[config.mk]
export PLATFORM = sky130hd
export DESIGN_NAME = tx_fifo
export DESIGN_NICKNAME = d
export VERILOG_FILES = /design/src/rtl/tx_fifo.sv
export SDC_FILE = /design/constraint.sdc
export NUM_CORES = 1
export LEC_CHECK = 0
export CAP_MARGIN = 5
export CORE_ASPECT_RATIO = 0.9
export CORE_MARGIN = 5
export CORE_UTILIZATION = 60
export CTS_BUF_LIST = sky130_fd_sc_hd__clkbuf_4
export DETAILED_ROUTE_END_ITERATION = 7
export GPL_TIMING_DRIVEN = 0
export PLACE_DENSITY = 0.83
export SYNTH_ARGS = -nofsm -noshare
export SYNTH_HDL_FRONTEND = slang
export SYNTH_SLANG_ARGS = --single-unit
[constraint.sdc]
create_clock -name clk -period 4.25 [get_ports clk]
set_input_delay 0.6375 -clock clk [delete_from_list [all_inputs] [get_ports clk]]
set_output_delay 0.6375 -clock clk [all_outputs]
set_load 0.02 [all_outputs]
[src/rtl/tx_fifo.sv]
// tx_fifo: I2S transmit path. A DEPTH-entry FIFO of {L,R} sample pairs feeds
// a 64-clock stereo frame serialiser driving dout/ws (MSB first).
// Optional status outputs (full, empty, underrun) are built when the
// TXFIFO_STATUS_EN macro is defined.
module tx_fifo #(
    parameter int unsigned DEPTH = 8
) (
    input  logic        clk,
    input  logic        rst,
    input  logic        en,
    input  logic        stereo,
    input  logic [1:0]  standard,
    input  logic [1:0]  word_size,
    input  logic [31:0] dinL,
    input  logic [31:0] dinR,
    output logic        dout,
    output logic        ws
`ifdef TXFIFO_STATUS_EN
    ,
    output logic        full,
    output logic        empty,
    output logic        underrun
`endif
);

    localparam int unsigned AW = $clog2(DEPTH);
    localparam int unsigned CW = AW + 1;

    logic [63:0]   mem_q [DEPTH];
    logic [AW-1:0] wr_ptr_q, wr_ptr_d;
    logic [AW-1:0] rd_ptr_q, rd_ptr_d;
    logic [CW-1:0] count_q, count_d;
    logic [5:0]    cnt_q, cnt_d;
    logic [63:0]   frame_q, frame_d;
    logic          ph_q, ph_d;
    logic          hold_q, hold_d;
    logic          dout_q, dout_d;
    logic          ws_q, ws_d;

    logic          wr_en;
    logic          pop_tick;
    logic          pop_ok;
    logic          rj;
    logic [63:0]   pop_word;
    logic [31:0]   pop_l;
    logic [31:0]   pop_r;
    logic [5:0]    bit_idx;
    logic          raw_bit;

    // Place the W valid bits at the MSB end (Philips/LJ) or LSB end (RJ) of a 32-bit slot.
    function automatic logic [31:0] align_slot(input logic [31:0] s,
                                               input logic [1:0]  wsz,
                                               input logic        rjust);
        logic [31:0] r;
        r = '0;
        case (wsz)
            2'b00:   r = rjust ? {24'b0, s[7:0]}  : {s[7:0],  24'b0};
            2'b01:   r = rjust ? {16'b0, s[15:0]} : {s[15:0], 16'b0};
            2'b10:   r = rjust ? {8'b0,  s[23:0]} : {s[23:0], 8'b0};
            default: r = s;
        endcase
        return r;
    endfunction

    // Next-state logic for FIFO pointers, frame counter and serialiser.
    always_comb begin
        wr_en    = en && (count_q < CW'(DEPTH));
        pop_tick = en && (cnt_q == 6'd63);
        pop_ok   = pop_tick && (count_q != '0);
        rj       = (standard == 2'b10);

        wr_ptr_d = wr_en  ? AW'(wr_ptr_q + AW'(1)) : wr_ptr_q;
        rd_ptr_d = pop_ok ? AW'(rd_ptr_q + AW'(1)) : rd_ptr_q;
        count_d  = CW'(count_q + CW'(wr_en) - CW'(pop_ok));
        cnt_d    = en ? 6'(cnt_q + 6'd1) : cnt_q;

        // Underrun loads zeros; mono repeats the left sample in the right slot.
        pop_word = pop_ok ? mem_q[rd_ptr_q] : '0;
        pop_l    = pop_word[63:32];
        pop_r    = stereo ? pop_word[31:0] : pop_word[63:32];

        frame_d  = frame_q;
        ph_d     = ph_q;
        if (pop_tick) begin
            frame_d = {align_slot(pop_l, word_size, rj), align_slot(pop_r, word_size, rj)};
            ph_d    = (standard == 2'b00) || (standard == 2'b11);
        end

        bit_idx  = 6'(6'd63 - cnt_q);
        raw_bit  = frame_q[bit_idx];

        hold_d   = hold_q;
        dout_d   = 1'b0;
        ws_d     = 1'b0;
        if (en) begin
            hold_d = raw_bit;
            dout_d = ph_q ? hold_q : raw_bit;
            ws_d   = cnt_q[5];
        end
    end

    // FIFO storage; write slot is chosen before any same-cycle pop.
    always_ff @(posedge clk or negedge rst) begin
        if (!rst) begin
            for (int unsigned i = 0; i < DEPTH; i++) begin
                mem_q[i] <= '0;
            end
        end else if (wr_en) begin
            mem_q[wr_ptr_q] <= {dinL, dinR};
        end
    end

    // Control and serialiser state registers.
    always_ff @(posedge clk or negedge rst) begin
        if (!rst) begin
            wr_ptr_q <= '0;
            rd_ptr_q <= '0;
            count_q  <= '0;
            cnt_q    <= '0;
            frame_q  <= '0;
            ph_q     <= 1'b1;
            hold_q   <= 1'b0;
            dout_q   <= 1'b0;
            ws_q     <= 1'b0;
        end else begin
            wr_ptr_q <= wr_ptr_d;
            rd_ptr_q <= rd_ptr_d;
            count_q  <= count_d;
            cnt_q    <= cnt_d;
            frame_q  <= frame_d;
            ph_q     <= ph_d;
            hold_q   <= hold_d;
            dout_q   <= dout_d;
            ws_q     <= ws_d;
        end
    end

    assign dout = dout_q;
    assign ws   = ws_q;

`ifdef TXFIFO_STATUS_EN
    logic full_q, empty_q, underrun_q;

    // Registered occupancy flags and sticky underrun.
    always_ff @(posedge clk or negedge rst) begin
        if (!rst) begin
            full_q     <= 1'b0;
            empty_q    <= 1'b1;
            underrun_q <= 1'b0;
        end else begin
            full_q     <= (count_d == CW'(DEPTH));
            empty_q    <= (count_d == '0);
            underrun_q <= underrun_q || (pop_tick && (count_q == '0));
        end
    end

    assign full     = full_q;
    assign empty    = empty_q;
    assign underrun = underrun_q;
`endif

endmodule

* Word-level counts from Yosys, hierarchy flattened *
Index checks and enable logic that the tools add are counted.

storage, ports and cells
  flip-flop bits (word level) = 596
  output and inout bits = 2
  word-level logic and storage cells = 64

cells by class
  add/subtract/negate cells = 6
  order comparisons = 5
  equal/unequal tests = 5
  muxes and demuxes = 21
  bitwise operators = 2
  reductions and logical operators = 8

operator list
  kind                   count
  $bwmux W512            1
  $mux W64               4
  $mux W32               7
  $bmux W64 S3           1
  $demux W64 S3          1
  $pmux W32 S3           2
  $ge A4 B4 Y1 const B   2
  $not A3 Y4             2
  $lt A6 B7 Y1 const B   1
  $add A3 B1 Y3 const B  2
  $add A6 B1 Y6 const B  1
  $bmux W1 S6            1
  $eq A2 B2 Y1 const B   3
  $eq A6 B6 Y1 const B   1
  $sub A6 B6 Y6 const A  1
  $add A4 B1 Y4          1
  $logic_and A1 B1 Y1    4
  $logic_not A2 Y1       2
  $lt A4 B1 Y1 const B   1
  $lt A4 B4 Y1 const B   1
  $mux W1                4
  $reduce_bool A4 Y1     1
  $sub A4 B1 Y4          1
  $eq A2 B1 Y1 const B   1
  $logic_or A1 B1 Y1     1

* Depth between registers and ports, before layout *
  depth after elaboration = 8
  depth in mapped cells = 13

* Worst setup path before layout *
No wires, ideal clock.

  kind = input port to flip-flop
  start = input port en
  end = register count_q[2]
  arrival = 2.796 ns
  path slack = 1.331 ns
  stages on the path = 12
  buffers on the path = 3
  path through = buf_4 -> nand3_1 -> or3_1 -> inv_2 -> buf_2 -> buf_2 -> ha_1 -> inv_1 -> ha_1 -> inv_1 -> fa_1 -> xnor2_1

between the ends
  longest elaborated chain between the ends = 3
  elaborated cells between the ends (all ways) = 5
  those cells by class = add/sub: 2; reduce/logical: 3

RTL lines
  element                 RTL line  RTL
  start: declaration      10        input logic en,
  $logic_and A1 B1 Y1     68        pop_tick = en && (cnt_q == 6'd63);
  $logic_and A1 B1 Y1     69        pop_ok = pop_tick && (count_q != '0);
  named net pop_ok        42        logic pop_ok;
  $sub A4 B1 Y4           74        count_d = CW'(count_q + CW'(wr_en) - CW'(pop_ok));
  named net count_d[2]    32        logic [CW-1:0] count_q, count_d;
  end signal: assignment  128       count_q <= count_d;
  end: declaration        32

The timed path passes the listed nets, and every way through them passes these cells.
A chain may end at the register's enable or synchronous reset.

* Final worst setup path *
  start = register rd_ptr_q[1]
  end = register frame_q[9]

between the ends
  longest elaborated chain between the ends = 8
  elaborated cells between the ends (all ways) = 9
  those cells by class = mux: 8; bitwise: 1

RTL lines
  element                                         RTL line  RTL
  start: declaration                              31        logic [AW-1:0] rd_ptr_q, rd_ptr_d;
  start signal: assignment                        127       rd_ptr_q <= rd_ptr_d;
  $not A3 Y4 (not written as such) *              78        pop_word = pop_ok ? mem_q[rd_ptr_q] : '0;
  $bmux W64 S3 *                                  78
  $mux W64 (not written as such) * (2 in series)  78
  $mux W64 *                                      78
  $mux W32 *                                      80        pop_r = stereo ? pop_word[31:0] : pop_word[63:32];
  $mux W32, on equally long branches              59, 58
  $pmux W32 S3 *                                  56        case (wsz)
  end signal: assignment                          130       frame_q <= frame_d;
  end: declaration                                34        logic [63:0] frame_q, frame_d;

Every way passes the cells marked *; elsewhere a longest branch is shown, timed or not. The select of a mux whose other input is x is not followed.

==> flow_summary_export.csv <==
group,metric,value,unit
cts,cts_made_buffers,154,
critical_path,worst_path_most_repeated_cell,"buf_6",
critical_path,crit_path_end_kind,"flip-flop",
synthesis,yosysMostFrequentCell,"dfrtp_1",
route,wl_per_cell,28.90,um
grt,grt_pass1_vias,19900,
route,drc,0,
timing,relSlewSlack,4.113,%
power,ir_worst_vdd,0.3677,mV
critical_path,startpoint_type,"flip-flop",
floorplanning,ios,74,
route,drt_first_pass_iters,5,
grt,grt_max_degree,134,
critical_path,path_buf_inv,4,
critical_path,path_cells,"buf_6 -> buf_6 -> buf_6 -> buf_6 -> mux2i_1 -> mux2i_1 -> a22oi_1 -> o21ai_0",
grt,grt_use_met2,50.17,%
critical_path,path_class,"flip-flop to flip-flop",
timing,slew_viol_final,0,
final_layout,fillCellCount,3270,
synthesis,synthFlopType,"dfrtp_1",
final_layout,syn_to_final_growth,12.85,%
critical_path,arrival,4660,ps
timing,worstMarginPinSlew,1398,ps
power,p_per_area,620.5,nW/um^2
place,post-place-ws,451.9,ps
grt,grt.overflow.total,0,
timing,rsz0062_at_grt,"false",
route,postRouteAntennaNets,0,
route,drt-vias-per-instance,6.459,
synthesis,synth_cells,1918,
route,vias,18670,
timing,timing.final.ws_setup,442.2,ps
floorplanning,design.core.area,46540,sq um
synthesis,synth_top_area_share,52.86,%
cts,clkLatencyLatePin,1040,ps
floorplanning,fp-row-count,75,
grt,grt_pass1_wl,126500,um
critical_path,critPathMaxStageDelay,1140,ps
place,place.gp.congestion,1.035,
cts,clock_sinks,596,
synthesis,syn_area_per_cell,14.68,sq um
critical_path,worstPathRequired,5110,ps
timing,finalSetupViolCount,0,
critical_path,slowest_stage,"mux2i_1",
floorplanning,fp.dieH,215.5,um
timing,period_needed,3808,ps
place,io_buffer_count,72,
final_layout,drive_above_1_share,44.75,%
min_path,min_path_type,"input port to asynchronous set/reset pin",
synthesis,syn_nets,2000,
synthesis,synth_common_cells,"595 x dfrtp_1, 526 x mux2_2, 129 x mux4_2",
synthesis,synthDistinctLibCells,65,
critical_path,path_depth,8,
synthesis,ys_warn_count,0,
grt,grt_use_total,33.16,%
timing,hold_viol,0,
grt,met1_usage,47.06,%
grt,met3_usage,8.642,%
floorplanning,initial_utilization,60.51,%
timing,finClkSkew,51.80,ps
critical_path,cp_top_family,"multiplexers",
job,cap_violations,0,
floorplanning,die_x,238.4,um
outcome,status,"complete, no violations",
timing,timing.setup.tns,0,ps
cts,ctsRootBufferMaster,"clkbuf_4",
critical_path,critPathMaxFanout,10,
floorplanning,dieArea,51380,sq um
cts,cts_max_level,4,
synthesis,synth_edf_count,0,
synthesis,synthArstFlopShare,100.0,%
synthesis,synth_top_area_cell,"dfrtp_1",
cts,clk_path_buf_depth,3,
route,wirelength,83540,um
grt,antenna_found_initial,4,
cts,ctsResizeCount,0,
synthesis,ys_top_cells_by_area,"dfrtp_1 53%, mux2_2 21%, mux4_2 10%",
final_layout,fin_util,68.29,%
synthesis,synth_area,28170,sq um
route,drt_iter0_drc,1825,
timing,clock.fmax,262.6,MHz
place,hpwl,57790,um
synthesis,ys_seq_area_share,52.96,%
critical_path,reg2reg_slack,440,ps
timing,fin_crit_sh,89.59,%
synthesis,ys_ff_latch,596,
final_layout,final_nets,2236,
cts,tritoncts,"built",
power,leakagePower,14.10,nW
cts,clk_pin_slew,60,ps
grt,top_usage_layer,"met2",
critical_path,r2r_cells,8,
-- through the flow --
| step | hold slack, ps | std cells | power [W] | instance area, sq um |
|---|---|---|---|---|
| 2_1_floorplan | 341.9 | 1918 | 0.01261 | 28170 |
| 3_3_place_gp | 459.6 | 2606 | 0.01445 | 29660 |
| 3_5_place_dp | 465.7 | 2612 | 0.01478 | 29810 |
| 4_1_cts | 12.92 | 2884 | 0.01973 | 31770 |
| 5_1_grt | 48.07 | 2887 | 0.02069 | 31780 |
| 6_report | 70.01 | 2891 | 0.01972 | 31790 |
-- cell families (layout without fill, tap and decap cells) --
family | Yosys count | after routing | synth area share (%)
AO/OA/AOI/OAI | 196 | 196 | 4.784
buffers and inverters | 147 | 497 | 3.007
other | 0 | 7 | 0
multiplexers | 755 | 755 | 35.15
XOR/XNOR | 11 | 11 | 0.3420
AND/OR/NAND/NOR | 203 | 203 | 3.292
flip-flops | 596 | 596 | 52.96
adder cells (fa/ha/maj) | 10 | 10 | 0.4709
-- power by group --
part / total [W] / switching [W] / leakage (nW) / internal [W]
clock: 0.00496 / 0.00243 / 1.16 / 0.00253
combinational: 0.00619 / 0.00299 / 5.20 / 0.00321
sequential: 0.00857 / 0.000989 / 7.74 / 0.00758
-- cell usage in the layout (no fill, tap or decap), drive strengths merged, types with 9 or more instances in the layout --
cell and count:
dfrtp 595, mux2 530, clkbuf 260, mux4 133
buf 107, mux2i 92, nand2 71, clkdlybuf4s50 71
nor2 59, o21ai 38, a21oi 32, clkinv 32
o22ai 24, inv 22, a22oi 19, nand3 16
nor3 16, a22o 15, nor2b 10, a31oi 9
a221o 9, ha 9
-- path summary, 6_finish.rpt --
path / start / end
min in group clk: standard[0] / ph_q
hold / removal: rst / mem_q[32]
setup / recovery: rd_ptr_q[1] / frame_q[9]
max in group asynchronous: rst / mem_q[306]
hold reg to reg: frame_q[32] / frame_q[32]
setup reg to reg: rd_ptr_q[1] / frame_q[9]
-- state kept, by name, indices dropped and copies added, names as in the netlist, 3 cells and up --
signal    cells
mem_q       512
frame_q      64
cnt_q         6
count_q       4
rd_ptr_q      3
wr_ptr_q      3
-- worst reg2reg max path: cells and delay by family (launching register included) --
family	cells	cell delay (ps)
compound gates	2	420
buf+inv	4	1030
flops	1	470
mux	2	1750
-- what timing repair did --
item	4_1_cts	5_1_grt
endpoints found under the hold margin	253	0
hold buffers	2	0
buffers inserted	0	0
-- cell type report --
cell class	instances	area (sq um)	share of cell area [%]
flip-flops and latches	596	14920	46.93
clock buffers	228	1712	5.385
diodes	7	17.52	0.05511
inverters	15	56.30	0.1771
plain buffers	132	790.8	2.488
clock inverters	42	225.2	0.7085
repair buffers	80	894.6	2.815
well taps	616	770.7	2.425
multi-input cells	1175	12400	39.02
-- layer usage --
layer  vias up  routed length [um]
met2       848               38630
met1      9855               35210
met4         2                2841
met5         -                  19
met3       168                6838
li1       7801                   -
Note: power is estimated with default switching activity, not from simulation.
